### config.mk
export PLATFORM = sky130hd
export DESIGN_NAME = uart_byte_rx
export DESIGN_NICKNAME = d
export VERILOG_FILES = /design/src/rtl/uart_pkg.sv /design/src/rtl/uart_rx_sync.sv /design/src/rtl/uart_byte_rx.sv
export SDC_FILE = /design/constraint.sdc
export NUM_CORES = 1
export LEC_CHECK = 0
export ABC_AREA = 1
export CAP_MARGIN = 10
export CORE_MARGIN = 3
export CORE_UTILIZATION = 45
export CTS_BUF_LIST = sky130_fd_sc_hd__clkbuf_4
export DETAILED_ROUTE_END_ITERATION = 12
export PLACE_DENSITY = 0.67
export SLEW_MARGIN = 25
export SYNTH_ARGS = -nofsm -noshare
export SYNTH_HDL_FRONTEND = slang
export SYNTH_SLANG_ARGS = --single-unit
### constraint.sdc
create_clock -name clk -period 3.8 [get_ports clk]
set_input_delay 0.38 -clock clk [delete_from_list [all_inputs] [get_ports clk]]
set_output_delay 0.38 -clock clk [all_outputs]
set_load 0.1 [all_outputs]
### src/rtl/uart_pkg.sv
// Shared UART definitions: receiver state encoding and default line parameters,
// kept in one place so the future transmitter agrees with the receiver.
package uart_pkg;

  localparam int UART_CLK_FREQ = 50_000_000;
  localparam int UART_BAUD     = 115_200;

  typedef enum logic [2:0] {
    IDLE  = 3'd0,
    START = 3'd1,
    DATA  = 3'd2,
    STOP  = 3'd3,
    BREAK = 3'd4
  } rxState_e;

  // Integer clocks per bit; fractional baud error is absorbed by mid-bit sampling.
  function automatic int clksPerBit(input int clkFreq, input int baud);
    return clkFreq / baud;
  endfunction

endpackage

### src/rtl/uart_rx_sync.sv
// Two-flop synchroniser for an asynchronous, idle-high input.
// Both stages reset to 1 so a line held in reset never looks like a start bit.
module uart_rx_sync (
  input  logic clk,
  input  logic rst_n,
  input  logic d_i,
  output logic q_o
);

  logic meta_q;
  logic sync_q;

  always_ff @(posedge clk or negedge rst_n) begin
    if (!rst_n) begin
      meta_q <= 1'b1;
      sync_q <= 1'b1;
    end else begin
      meta_q <= d_i;
      sync_q <= meta_q;
    end
  end

  assign q_o = sync_q;

endmodule

### src/rtl/uart_byte_rx.sv
// 8N1 UART receiver: oversamples the synchronised line, samples each bit at its
// centre, and presents good bytes with a one-cycle uart_end strobe.
module uart_byte_rx
  import uart_pkg::*;
#(
  parameter int CLK_FREQ     = UART_CLK_FREQ,
  parameter int BAUD         = UART_BAUD,
  parameter int CLKS_PER_BIT = clksPerBit(CLK_FREQ, BAUD),
  parameter int HALF_BIT     = CLKS_PER_BIT / 2
) (
  input  logic       clk,
  input  logic       rst_n,
  input  logic       rx,
  output logic [7:0] uart_data,
  output logic       uart_end,
  output logic       frame_err,
  output logic       rx_busy
);

  localparam int               CNT_W     = $clog2(CLKS_PER_BIT);
  localparam logic [CNT_W-1:0] HALF_LAST = CNT_W'(HALF_BIT - 1);
  localparam logic [CNT_W-1:0] BIT_LAST  = CNT_W'(CLKS_PER_BIT - 1);

  logic             rxSync;
  rxState_e         state_q,    state_d;
  logic [CNT_W-1:0] baudCnt_q,  baudCnt_d;
  logic [2:0]       bitCnt_q,   bitCnt_d;
  logic [7:0]       shift_q,    shift_d;
  logic [7:0]       data_q,     data_d;
  logic             uartEnd_q,  uartEnd_d;
  logic             frameErr_q, frameErr_d;

  uart_rx_sync u_sync (
    .clk   (clk),
    .rst_n (rst_n),
    .d_i   (rx),
    .q_o   (rxSync)
  );

  always_ff @(posedge clk or negedge rst_n) begin
    if (!rst_n) begin
      state_q    <= IDLE;
      baudCnt_q  <= '0;
      bitCnt_q   <= '0;
      shift_q    <= '0;
      data_q     <= '0;
      uartEnd_q  <= 1'b0;
      frameErr_q <= 1'b0;
    end else begin
      state_q    <= state_d;
      baudCnt_q  <= baudCnt_d;
      bitCnt_q   <= bitCnt_d;
      shift_q    <= shift_d;
      data_q     <= data_d;
      uartEnd_q  <= uartEnd_d;
      frameErr_q <= frameErr_d;
    end
  end

  // The baud counter free-runs within a state and restarts on every transition,
  // so each state's sample point is a fixed offset from its entry.
  always_comb begin
    state_d    = state_q;
    baudCnt_d  = (baudCnt_q == BIT_LAST) ? '0 : baudCnt_q + CNT_W'(1);
    bitCnt_d   = bitCnt_q;
    shift_d    = shift_q;
    data_d     = data_q;
    uartEnd_d  = 1'b0;
    frameErr_d = 1'b0;

    unique case (state_q)
      IDLE: begin
        if (!rxSync) begin
          state_d = START;
        end
      end

      START: begin
        if (baudCnt_q == HALF_LAST) begin
          if (!rxSync) begin
            state_d  = DATA;
            bitCnt_d = '0;
          end else begin
            state_d = IDLE;
          end
        end
      end

      DATA: begin
        if (baudCnt_q == BIT_LAST) begin
          shift_d  = {rxSync, shift_q[7:1]};
          bitCnt_d = bitCnt_q + 3'd1;
          if (bitCnt_q == 3'd7) begin
            state_d = STOP;
          end
        end
      end

      STOP: begin
        if (baudCnt_q == BIT_LAST) begin
          if (rxSync) begin
            data_d    = shift_q;
            uartEnd_d = 1'b1;
            state_d   = IDLE;
          end else begin
            frameErr_d = 1'b1;
            state_d    = BREAK;
          end
        end
      end

      BREAK: begin
        if (rxSync) begin
          state_d = IDLE;
        end
      end

      default: begin
        state_d = IDLE;
      end
    endcase

    if (state_d != state_q) begin
      baudCnt_d = '0;
    end
  end

  assign uart_data = data_q;
  assign uart_end  = uartEnd_q;
  assign frame_err = frameErr_q;
  assign rx_busy   = (state_q != IDLE);

  // Structural invariants the capture stage relies on.
  strobesExclusive: assert property (@(posedge clk) disable iff (!rst_n)
    !(uartEnd_q && frameErr_q));

  endIsSingleCycle: assert property (@(posedge clk) disable iff (!rst_n)
    uartEnd_q |=> !uartEnd_q);

  errIsSingleCycle: assert property (@(posedge clk) disable iff (!rst_n)
    frameErr_q |=> !frameErr_q);

  baudCntInRange: assert property (@(posedge clk) disable iff (!rst_n)
    baudCnt_q <= BIT_LAST);

  stateLegal: assert property (@(posedge clk) disable iff (!rst_n)
    state_q inside {IDLE, START, DATA, STOP, BREAK});

  dataHeldBetweenEnds: assert property (@(posedge clk) disable iff (!rst_n)
    !uartEnd_d |=> (data_q == $past(data_q)));

endmodule

After elaboration in Yosys (flattened, before gate mapping)
Cells that the tools add are included.
{"block": "classes", "reduce_logical": 6, "n_eq_ne": 11, "muxes": 21, "addsub": 2}
{"cell": "$mux 3", "count": 10}
{"cell": "$mux 9", "count": 2}
{"cell": "$pmux 3 s5", "count": 1}
{"cell": "$add 9x1->9 const B", "count": 1}
{"cell": "$eq 9x8->1 const B", "count": 1}
{"cell": "$eq 9x9->1 const B", "count": 1}
{"cell": "$eq 3x2->1 const B", "count": 2}
{"cell": "$eq 3x3->1 const B", "count": 2}
{"cell": "$mux 1", "count": 6}
{"cell": "$ne 2x2->1 const B", "count": 3}
{"cell": "$pmux 3 s2", "count": 1}
{"cell": "$reduce_and 4->1", "count": 1}
{"cell": "$add 3x1->3 const B", "count": 1}
{"cell": "$eq 3x1->1 const B", "count": 1}
{"cell": "$logic_not 3->1", "count": 1}
{"cell": "$ne 3x3->1", "count": 1}
{"cell": "$reduce_and 3->1", "count": 1}
{"cell": "$reduce_bool 3->1", "count": 1}
{"cell": "$mux 2", "count": 1}
{"cell": "$reduce_and 2->1", "count": 1}
{"cell": "$reduce_bool 2->1", "count": 1}
{"block": "word_totals", "output_inout_bits": 11, "ff_bits": 35, "input_bits": 3}

Logic depth before layout (Yosys ltp)
Gate-level depths: netlist of the first run.
{"block": "depth", "depth_word": 6, "depth_mapped": 11, "mapped_depth_nobuf": 11}

Cells and area by module
A second synthesis of the first run with hierarchy kept.
{"block": "hier_totals", "cells_unflattened": 167, "hier_area_um2": 1610.3}
{"mod": "uart_byte_rx", "seq_area_each_um2": 825.8, "cells_per_inst": 165, "instances": 1, "area_each_um2": 1557.7}
{"mod": "uart_rx_sync", "seq_area_each_um2": 52.6, "cells_per_inst": 2, "instances": 1, "area_each_um2": 52.6}

Worst setup path before layout of the first run
Ideal clock, no wire load.
{"block": "synth_timing", "path_kind": "reg2reg", "startpoint": "register baudCnt_q[1]", "endpoint": "register data_q[5], in the netlist uart_data[5]", "path_stages_with_launch": 11, "arrival_ns": 1.337, "required_ns": 3.678, "period_less_slack_ns": 1.459, "path_buffers": 1, "setup_time_ns": 0.122, "slack_ns": 2.341, "cell_sequence": "dfrtp_1 inv_1 ha_1 nand2_1 nor2_1 nand2_2 inv_1 nand3_4 buf_6 nand2_1 o21ai_2"}
{"block": "synth_between", "elab_chain_len": 2}
{"item": "start: declaration", "line": "uart_byte_rx.sv:26", "text": "logic [CNT_W-1:0] baudCnt_q, baudCnt_d;"}
{"item": "start signal: assignment", "line": "uart_byte_rx.sv:51", "text": "baudCnt_q <= baudCnt_d;"}
{"item": "$eq 9x9->1", "line": "uart_byte_rx.sv:100", "text": "if (baudCnt_q == BIT_LAST) begin"}
{"item": "$reduce_and 3->1 (no line)"}
{"item": "end signal: assignment", "line": "uart_byte_rx.sv:54", "text": "data_q <= data_d;"}
{"item": "end: declaration", "line": "uart_byte_rx.sv:29", "text": "logic [7:0] data_q, data_d;"}
No other way between the ends.
A chain may end at the register's enable or synchronous reset.

Final worst setup path of the first run
{"block": "layout_timing", "startpoint": "register state_q[2]", "endpoint": "output port rx_busy"}
{"block": "layout_between", "elab_chain_len": 1}
{"item": "start: declaration", "line": "uart_byte_rx.sv:25", "text": "rxState_e state_q, state_d;"}
{"item": "start signal: assignment", "line": "uart_byte_rx.sv:50", "text": "state_q <= state_d;"}
{"item": "$reduce_bool 3->1", "line": "uart_byte_rx.sv:131", "text": "assign rx_busy = (state_q != IDLE);"}
{"item": "end: declaration", "line": "uart_byte_rx.sv:17", "text": "output logic rx_busy"}
No other way between the ends.

==> results of run 1 <==
[logic make-up (layout without fill, tap and decap cells)]
| group | count (synthesis) | after routing | share of synthesized area |
|---|---|---|---|
| AND/OR/NAND/NOR | 84 | 84 | 0.226 |
| flip-flops | 35 | 35 | 0.552 |
| buffers and inverters | 25 | 45 | 0.0660 |
| AO/OA/AOI/OAI | 19 | 19 | 0.0778 |
| XOR/XNOR | 7 | 7 | 0.0385 |
| adder cells (fa/ha/maj) | 5 | 5 | 0.0393 |
[metal layers]
layer,up-vias,track usage,share of wire
li1,574,-,-
met1,553,0.167,0.42
met2,15,0.282,0.52
met3,7,0.0359,0.032
met4,0,0.0907,0.021
met5,-,0,0
[registers in the layout (all words and copies together) (netlist names)]
register,count
uart_data,8
bitCnt_q,3
shift_q,8
uart_end,1
frame_err,1
u_sync.q_o,1
baudCnt_q,9
u_sync.meta_q,1
state_q,3
[worst max-delay path by stage]
stage                                 startpoint                  endpoint  slack [ns]  cells past startpoint
after CTS                   state_q[2]$_DFF_PN0_                   rx_busy        1.37                      3
after global routing        state_q[2]$_DFF_PN0_                   rx_busy        1.23                      3
final                       state_q[2]$_DFF_PN0_                   rx_busy        1.39                      3
after global placement      state_q[2]$_DFF_PN0_                   rx_busy        1.77                      3
after floorplan           baudCnt_q[1]$_DFF_PN0_  uart_data[5]$_DFFE_PN0P_        2.34                     10
after detailed placement    state_q[2]$_DFF_PN0_                   rx_busy        1.74                      3
[metrics by stage]
step	total power, uW	instances	util	hold WS [ns]	cell area, um^2
final	591	239	0.569	0.354	1820
after global routing	619	239	0.569	0.374	1820
after detailed placement	394	231	0.551	0.348	1770
after global placement	394	231	0.551	0.346	1770
after floorplan	384	175	-	0.0844	1590
after CTS	596	239	0.569	0.362	1820
[critical path, delay by kind of cell (launching register included)]
family | cells | cell delay [ns]
buf+inv | 2 | 1.02
flops | 1 | 0.43
simple gates | 1 | 0.25
[power breakdown]
group,switching [uW],total [uW],internal [uW]
sequential,0.942,375,374
clock,118,205,86.4
combinational,8.37,11.3,2.94
[cell usage after synthesis]
| cell type | number | area share |
|---|---|---|
| o21ai_1 | 1 | 0.0031 |
| nor2_1 | 21 | 0.050 |
| dfstp_2 | 2 | 0.033 |
| o21ai_0 | 9 | 0.028 |
| nor2_2 | 1 | 0.0039 |
| a21oi_1 | 1 | 0.0031 |
| nand2_1 | 49 | 0.12 |
| nand4_1 | 2 | 0.0079 |
| nand3_4 | 1 | 0.011 |
| o21ai_2 | 7 | 0.039 |
| ha_1 | 5 | 0.039 |
| buf_6 | 1 | 0.0071 |
| nand2_2 | 2 | 0.0079 |
| inv_2 | 2 | 0.0047 |
| nand3b_1 | 1 | 0.0047 |
| xor2_1 | 6 | 0.033 |
| nor2_4 | 1 | 0.0071 |
| xnor2_1 | 1 | 0.0055 |
| nand3_1 | 3 | 0.0094 |
| dfrtp_1 | 33 | 0.52 |
| o21bai_1 | 1 | 0.0047 |
| inv_1 | 21 | 0.050 |
| nor3_1 | 3 | 0.0094 |
| buf_4 | 1 | 0.0047 |
[area by class of cell]
| class | count | area share |
|---|---|---|
| flip-flops and latches | 35 | 0.482 |
| multi-input cells | 115 | 0.334 |
| repair buffers | 14 | 0.0755 |
| inverters | 23 | 0.0474 |
| well taps | 44 | 0.0302 |
| clock buffers | 7 | 0.0288 |
| clock inverters | 1 | 0.00275 |
==> results.sh, run 1 <==
export IMPL_viasPerCell=4.81
export IMPL_power_leakage_uw=0.000874
export IMPL_cts_sinks=35
export IMPL_num_rows=20
export IMPL_regToRegSetupSlack_ns=2.07
export IMPL_path_max_fanout=5
export IMPL_clock_skew_ns=0.00596
export IMPL_dr_pass1_iters=4
export IMPL_avgSynthCellArea_um2=9.09
export IMPL_grt_pass1_vias=1281
export IMPL_grt_max_degree=27
export IMPL_post_cts_repair_setup_buffers=0
export IMPL_hold_buffers=0
export IMPL_ys_types=24
export IMPL_drtIter0Drc=43
export IMPL_rr_worst_depth=11
export IMPL_timing_rr_start="baudCnt_q[1]$_DFF_PN0_"
export IMPL_power_density_nw_per_um2=324
export IMPL_cts_buffer_depth=2
export IMPL_seq_area_um2=878
export IMPL_drt_total_wl_um=2750
export IMPL_tritoncts="built"
export IMPL_finalSetupTns_ns=0
export IMPL_path_class="reg -> out"
export IMPL_cts_resized=0
export IMPL_grt_ovfl_total=0
export IMPL_ant_nets=0
export IMPL_vias=1149
export IMPL_drcViolationCount=0
export IMPL_antenna_found_initial=0
export IMPL_die_w_um=65.5
export IMPL_required_ns=3.42
export IMPL_r2r_end="bitCnt_q[0]$_DFFE_PN0P_"
export IMPL_multiInputGateArea_um2=608
export IMPL_netlist_instances=175
export IMPL_critPathSlowestCell="clkdlybuf4s50_1"
export IMPL_synth_seq_area_share=0.552
export IMPL_rsz0062_at_grt="no"
export IMPL_fillers=317
export IMPL_cts_clk_slew_worst_paths_ns=0.10
export IMPL_maxCapViolations=0
export IMPL_max_slew_margin=0.354
export IMPL_ioPinCount=14
export IMPL_area_growth_pct=14.5
export IMPL_cts_root_buf="clkbuf_4"
export IMPL_critPathArrivalTime_ns=2.03
export IMPL_core_um2=3200
export IMPL_status="finished, final reports clean"
export IMPL_worstSkewPairLatency_ns=0.33
export IMPL_post_route_period_util=0.635
export IMPL_pre_cts_ws_ns=1.74
export IMPL_cp_end_kind="output pin"
export IMPL_ys_warn_count=0
export IMPL_hold_viol_final=0
export IMPL_startpoint_type="flip-flop"
export IMPL_grt_first_pass_wirelength_um=5180
export IMPL_grt_use_total=0.157
export IMPL_synth_area_um2=1590
export IMPL_ir_drop_mv=0.209
export IMPL_portBuffers=13
export IMPL_syn_num_nets=183
export IMPL_hold_path_class="in -> async"
export IMPL_cp_cell_sequence="nor3_1 -> inv_1 -> clkdlybuf4s50_1"
export IMPL_min_period_ns=2.41
export IMPL_finalSetupViolCount=0
export IMPL_h_tree_depth=2
export IMPL_drive_gt1_frac=0.128
export IMPL_drv_slew=0
export IMPL_cts_buffers=5
export IMPL_setup_ws_ns=1.39
export IMPL_max_freq_mhz=415
export IMPL_max_stage_delay_ns=0.96
export IMPL_worst_pin_slew_ns=0.966
export IMPL_start_util=0.497
export IMPL_nets=202
export IMPL_wl_per_cell_um=11.5
export IMPL_dieArea_um2=4290
export IMPL_die_height_um=65.5
export IMPL_mostFrequentLayoutCells="nand2_1 (49), dfrtp_1 (33), inv_1 (21), nor2_1 (21), clkdlybuf4s50_1 (13)"
export IMPL_mostFrequentLayoutCell="nand2_1"
export IMPL_hpwl_um=2060
export IMPL_ys_ff_latch=35
export IMPL_antenna_cells=0
export IMPL_gp_congestion=0.862
(Power assumes the default switching activity.)
==> run 2, diff against run 1 <==
clock period = 2.4 ns   (was 3.8 ns; I/O delays follow)
==> run 2 against run 1 <==
Total power up 73%. Setup slack worse by 0.67 ns. First-iteration DRC count down 16%. Non-clock buffer count unchanged. Routed wire length up 0.76%. Clock power up 100%. Die area unchanged. Sequential cell count unchanged. Hold slack worse by 0.048 ns. Register-to-register slack worse by 1.4 ns. Sequential share of layout area up 0.27 points. Via count down 0.26%. Critical endpoint is now bitCnt_q[0]$_DFFE_PN0P_.
==> results.sh, run 2 (synthesis gave the netlist of run 1 again) <==
export IMPL_gp_congestion=0.827
export IMPL_power_net_switching_uw=198
export IMPL_critPathArrivalTime_ns=1.90
export IMPL_core_um2=3200
export IMPL_top_usage_layer="met2"
export IMPL_fillers=315
export IMPL_hold_viol_final=0
export IMPL_drt_total_wl_um=2770
export IMPL_p_seq_frac=0.582
export IMPL_met1_usage=0.170
export IMPL_post_route_period_util=0.702
export IMPL_clock_skew_ns=0.00424
export IMPL_finalSetupViolCount=0
export IMPL_startpoint_type="flip-flop"
export IMPL_tritoncts="built"
export IMPL_drtIter0Drc=36
export IMPL_grt_first_pass_wirelength_um=5000
export IMPL_nets=202
export IMPL_die_height_um=65.5
export IMPL_required_ns=2.62
export IMPL_drcViolationCount=0
export IMPL_hold_ws_ns=0.306
export IMPL_path_max_fanout=17
export IMPL_largest_register="baudCnt_q"
export IMPL_cts_buffer_depth=2
export IMPL_drive_gt1_frac=0.180
export IMPL_p_int_uw=823
export IMPL_rr_worst_depth=11
export IMPL_post_cts_repair_setup_buffers=0
export IMPL_cts_resized=0
export IMPL_setup_ws_ns=0.715
export IMPL_h_tree_depth=2
export IMPL_cts_root_buf="clkbuf_4"
export IMPL_pwr_share_comb=0.017
export IMPL_grtUsageMet2=0.267
export IMPL_max_freq_mhz=593
export IMPL_status="finished, final reports clean"
export IMPL_regToRegSetupSlack_ns=0.71
export IMPL_power_density_nw_per_um2=563
export IMPL_ioPinCount=14
export IMPL_antenna_cells=0
export IMPL_cts_sinks=35
export IMPL_cp_end_kind="flip-flop"
export IMPL_swShare=0.194
export IMPL_timing_rr_start="baudCnt_q[1]$_DFF_PN0_"
export IMPL_mostFrequentLayoutCells="nand2_1 (49), dfrtp_1 (33), inv_1 (21), nor2_1 (21), buf_4 (12)"
export IMPL_dieArea_um2=4290
export IMPL_max_slew_margin=0.709
export IMPL_drv_slew=0
export IMPL_dp_cells=231
export IMPL_min_period_ns=1.69
export IMPL_num_rows=20
export IMPL_die_w_um=65.5
export IMPL_maxCapViolations=0
export IMPL_grt_use_total=0.153
export IMPL_portBuffers=13
export IMPL_worstSkewPairLatency_ns=0.32
export IMPL_largest_register_ffs=9
export IMPL_cts_buffers=5
export IMPL_power_leakage_uw=0.000900
export IMPL_mostFrequentLayoutCell="nand2_1"
export IMPL_hold_buffers=0
export IMPL_antenna_found_initial=0
export IMPL_grt_pass1_vias=1200
export IMPL_instances_no_fill=238
export IMPL_hold_path_class="in -> async"
export IMPL_wl_per_cell_um=11.7
export IMPL_p_clk_frac=0.401
export IMPL_r2r_end="bitCnt_q[0]$_DFFE_PN0P_"
export IMPL_start_util=0.497
export IMPL_vias=1146
export IMPL_grt_ovfl_total=0
export IMPL_pre_cts_ws_ns=0.715
export IMPL_path_class="reg -> reg"
export IMPL_cts_clk_slew_worst_paths_ns=0.10
export IMPL_rsz0062_at_grt="no"
export IMPL_ir_drop_mv=0.347
export IMPL_hpwl_um=2090
export IMPL_area_growth_pct=13.9
export IMPL_worst_pin_slew_ns=0.436
export IMPL_crit_path_start="baudCnt_q[1]$_DFF_PN0_"
export IMPL_viasPerCell=4.82
export IMPL_grt_max_degree=36
export IMPL_ant_nets=0
export IMPL_finalSetupTns_ns=0
export IMPL_use_met3=0.0410
export IMPL_dr_pass1_iters=4
==> run 2: changes by cell type in the layout (fill, tap and decap cells not counted), sizes merged <==
cell,before,now
bufinv,0,1
clkbuf,7,6
clkinv,1,0
clkdlybuf4s50,13,2
buf,1,12
==> run 2: how the worst max path moves through the flow <==
stage	end	slack, ns	cells after the start
final	bitCnt_q[0]$_DFFE_PN0P_	0.71	11
after global routing	bitCnt_q[0]$_DFFE_PN0P_	0.57	11
after CTS	bitCnt_q[0]$_DFFE_PN0P_	0.71	11
after detailed placement	bitCnt_q[0]$_DFFE_PN0P_	0.71	11
after global placement	bitCnt_q[0]$_DFFE_PN0P_	0.79	11
after floorplan	uart_data[5]$_DFFE_PN0P_	0.94	10
==> run 2: power groups by stage <==
stage	logic (uW)	clock network (uW)	registers, uW
2_1_floorplan	2.08	0	605
3_3_place_gp	18.4	0	606
3_5_place_dp	18.8	0	606
4_1_cts	18.7	425	594
5_1_grt	20.6	446	595
6_report	17.7	409	594
==> run 2: critical path, stage by stage (launching register included) <==
cell and delay [ns]:
dfrtp_1 0.40, inv_1 0.09, ha_1 0.17, nand2_1 0.06, nor2_1 0.12, nand2_2 0.11
nor2_4 0.27, inv_2 0.09, nand2_1 0.07, nand2_1 0.08, nand2_1 0.07, o21ai_1 0.06
==> run 2: stage by stage <==
step                 util  cell area (um^2)  power [uW]
floorplan               -              1590         607
global placement    0.543              1740         624
detailed placement  0.543              1740         624
CTS                 0.566              1810        1040
global route        0.566              1810        1060
finish              0.566              1810        1020
==> run 2: layout make-up <==
type	instances	area [um^2]	area share
multi-input cells	115	608	0.335
flip-flops and latches	35	878	0.484
well taps	44	55.1	0.0304
inverters	23	86.3	0.0476
clock buffers	6	45.0	0.0248
repair buffers	14	110	0.0607
clock inverters	1	30.0	0.0166
==> run 2: routing by layer <==
| layer | up-vias | routed length, um |
|---|---|---|
| met3 | 9 | 91 |
| met5 | - | 0 |
| met1 | 548 | 1190 |
| met4 | 0 | 69 |
| met2 | 14 | 1420 |
| li1 | 575 | - |
==> run 3, diff against run 2 <==
clock period = 1.7 ns   (was 2.4 ns; I/O delays follow)
==> run 3 against run 2 <==
Hold slack got worse by 0.083 ns. Via count rose by 2.2%. Total power rose by 29%. Sequential power rose by 41%. Clock power rose by 9.8%. Count of clock-buffer cells in the layout did not move. Combinational power rose by 41%. Die area did not move. Critical endpoint is now baudCnt_q[0]$_DFF_PN0_.
==> results.sh, run 3 (synthesis gave the netlist of run 1 again) <==
export IMPL_ant_nets=0
export IMPL_status="finished, final reports clean"
export IMPL_min_period_ns=1.58
export IMPL_vias=1171
export IMPL_seq_area_um2=880
export IMPL_multiInputGateArea_um2=646
export IMPL_num_rows=20
export IMPL_worst_pin_slew_ns=0.432
export IMPL_max_slew_margin=0.712
export IMPL_crit_path_frequent_cell="nand2_2"
export IMPL_hold_path_cell_count=1
export IMPL_portBuffers=13
export IMPL_rr_worst_depth=10
export IMPL_die_w_um=65.5
export IMPL_largest_register_ffs=9
export IMPL_drive_gt1_frac=0.229
export IMPL_die_height_um=65.5
export IMPL_hold_ws_ns=0.223
export IMPL_max_freq_mhz=635
export IMPL_required_ns=1.93
export IMPL_cts_clk_slew_worst_paths_ns=0.11
export IMPL_cts_buffer_depth=2
export IMPL_path_max_fanout=5
export IMPL_antenna_found_initial=0
export IMPL_utilization=0.586
export IMPL_grt_use_total=0.163
export IMPL_setup_ws_ns=0.124
export IMPL_tritoncts="built"
export IMPL_finalSetupViolCount=0
export IMPL_post_route_period_util=0.927
export IMPL_mostFrequentLayoutCell="nand2_1"
export IMPL_core_um2=3200
export IMPL_cts_root_buf="clkbuf_4"
export IMPL_fillers=301
export IMPL_grt_pass1_vias=1158
export IMPL_cp_cell_sequence="inv_1 -> ha_1 -> nand2_1 -> nor2_1 -> nand2_2 -> nand2_2 -> nand2_1 -> o21bai_2 -> nand2_2 -> nor2_1"
export IMPL_drcViolationCount=0
export IMPL_drtIter0Drc=72
export IMPL_path_class="reg -> reg"
export IMPL_largest_register="baudCnt_q"
export IMPL_worstSkewPairLatency_ns=0.34
export IMPL_pre_cts_ws_ns=0.0736
export IMPL_hpwl_um=2030
export IMPL_grt_first_pass_wirelength_um=5210
export IMPL_power_density_nw_per_um2=700
export IMPL_p_int_uw=1020
export IMPL_startpoint_type="flip-flop"
export IMPL_power_net_switching_uw=295
export IMPL_start_util=0.497
export IMPL_hold_buffers=0
export IMPL_ir_drop_mv=0.405
export IMPL_hold_path_class="in -> reg"
export IMPL_ioPinCount=14
export IMPL_critPathSlowestCell="dfrtp_1"
export IMPL_grt_max_degree=36
export IMPL_clock_skew_ns=0.00984
export IMPL_p_clk_frac=0.341
export IMPL_grt_ovfl_total=0
export IMPL_h_tree_depth=2
export IMPL_power_leakage_uw=0.000925
export IMPL_nets=208
export IMPL_viasPerCell=4.78
export IMPL_cp_end_kind="flip-flop"
export IMPL_wl_per_cell_um=12.3
export IMPL_drv_slew=0
export IMPL_p_seq_frac=0.639
export IMPL_antenna_cells=0
export IMPL_dr_pass1_iters=4
export IMPL_hold_viol_final=0
export IMPL_total_power_uw=1310
export IMPL_swShare=0.225
export IMPL_drt_total_wl_um=3020
export IMPL_max_stage_delay_ns=0.40
export IMPL_cts_sinks=35
export IMPL_maxCapViolations=0
export IMPL_mostFrequentLayoutCells="nand2_1 (47), dfrtp_1 (32), inv_1 (21), nor2_1 (21), buf_4 (15)"
export IMPL_dieArea_um2=4290
export IMPL_cts_buffers=5
export IMPL_critPathArrivalTime_ns=1.80
export IMPL_gp_congestion=0.875
export IMPL_pwr_share_comb=0.019
export IMPL_area_growth_pct=17.9
==> run 3: stage by stage <==
step	instance area, um^2	std cells	setup TNS (ns)
global route	1880	245	-0.0220
finish	1880	245	0
floorplan	1590	175	0
CTS	1820	240	0
global placement	1760	232	0
detailed placement	1760	232	0
==> run 3: repair_timing <==
action,in CTS,in global routing
resized for setup,0,7
endpoints found under the setup margin,0,17
buffers inserted,0,3
==> run 3: worst max-delay path: cells and delay by family, from the launching register on <==
kind                     cells  cell delay [ns]
adder cells (fa/ha/maj)      1             0.16
AO/OA/AOI/OAI                1             0.21
buffers and inverters        1             0.08
flip-flops                   1             0.40
AND/OR/NAND/NOR              7             0.62
==> run 3: final timing paths <==
kind	start	endpoint	slack, ns
max	baudCnt_q[1]$_DFF_PN0_	baudCnt_q[0]$_DFF_PN0_	0.12
min	rx	u_sync.meta_q$_DFF_PN1_	0.22
max reg2reg	baudCnt_q[1]$_DFF_PN0_	baudCnt_q[0]$_DFF_PN0_	0.12
min reg2reg	u_sync.meta_q$_DFF_PN1_	u_sync.q_o$_DFF_PN1_	0.36
max in group asynchronous	rst_n	baudCnt_q[0]$_DFF_PN0_	1.14
min in group asynchronous	rst_n	uart_data[0]$_DFFE_PN0P_	0.23
==> run 3: final cells by class <==
type,count,share of cell area
Tap cell,44,0.0293
Sequential cell,35,0.469
Multi-Input combinational cell,117,0.344
Clock inverter,2,0.00667
Timing Repair Buffer,18,0.0813
Clock buffer,6,0.0240
Inverter,23,0.0460
==> run 3: layer usage <==
| metal | share of wire | GRT usage |
|---|---|---|
| met5 | 0 | 0 |
| met3 | 0.036 | 0.0615 |
| met1 | 0.44 | 0.190 |
| met4 | 0.011 | 0.0648 |
| met2 | 0.52 | 0.271 |
==> run 3: power groups by stage <==
stage / clock network, uW / logic [uW] / registers, uW
2_1_floorplan: 0 / 2.94 / 855
3_3_place_gp: 0 / 25.7 / 855
3_5_place_dp: 0 / 26.2 / 855
4_1_cts: 471 / 26.4 / 839
5_1_grt: 521 / 29.3 / 841
6_report: 449 / 25.0 / 840
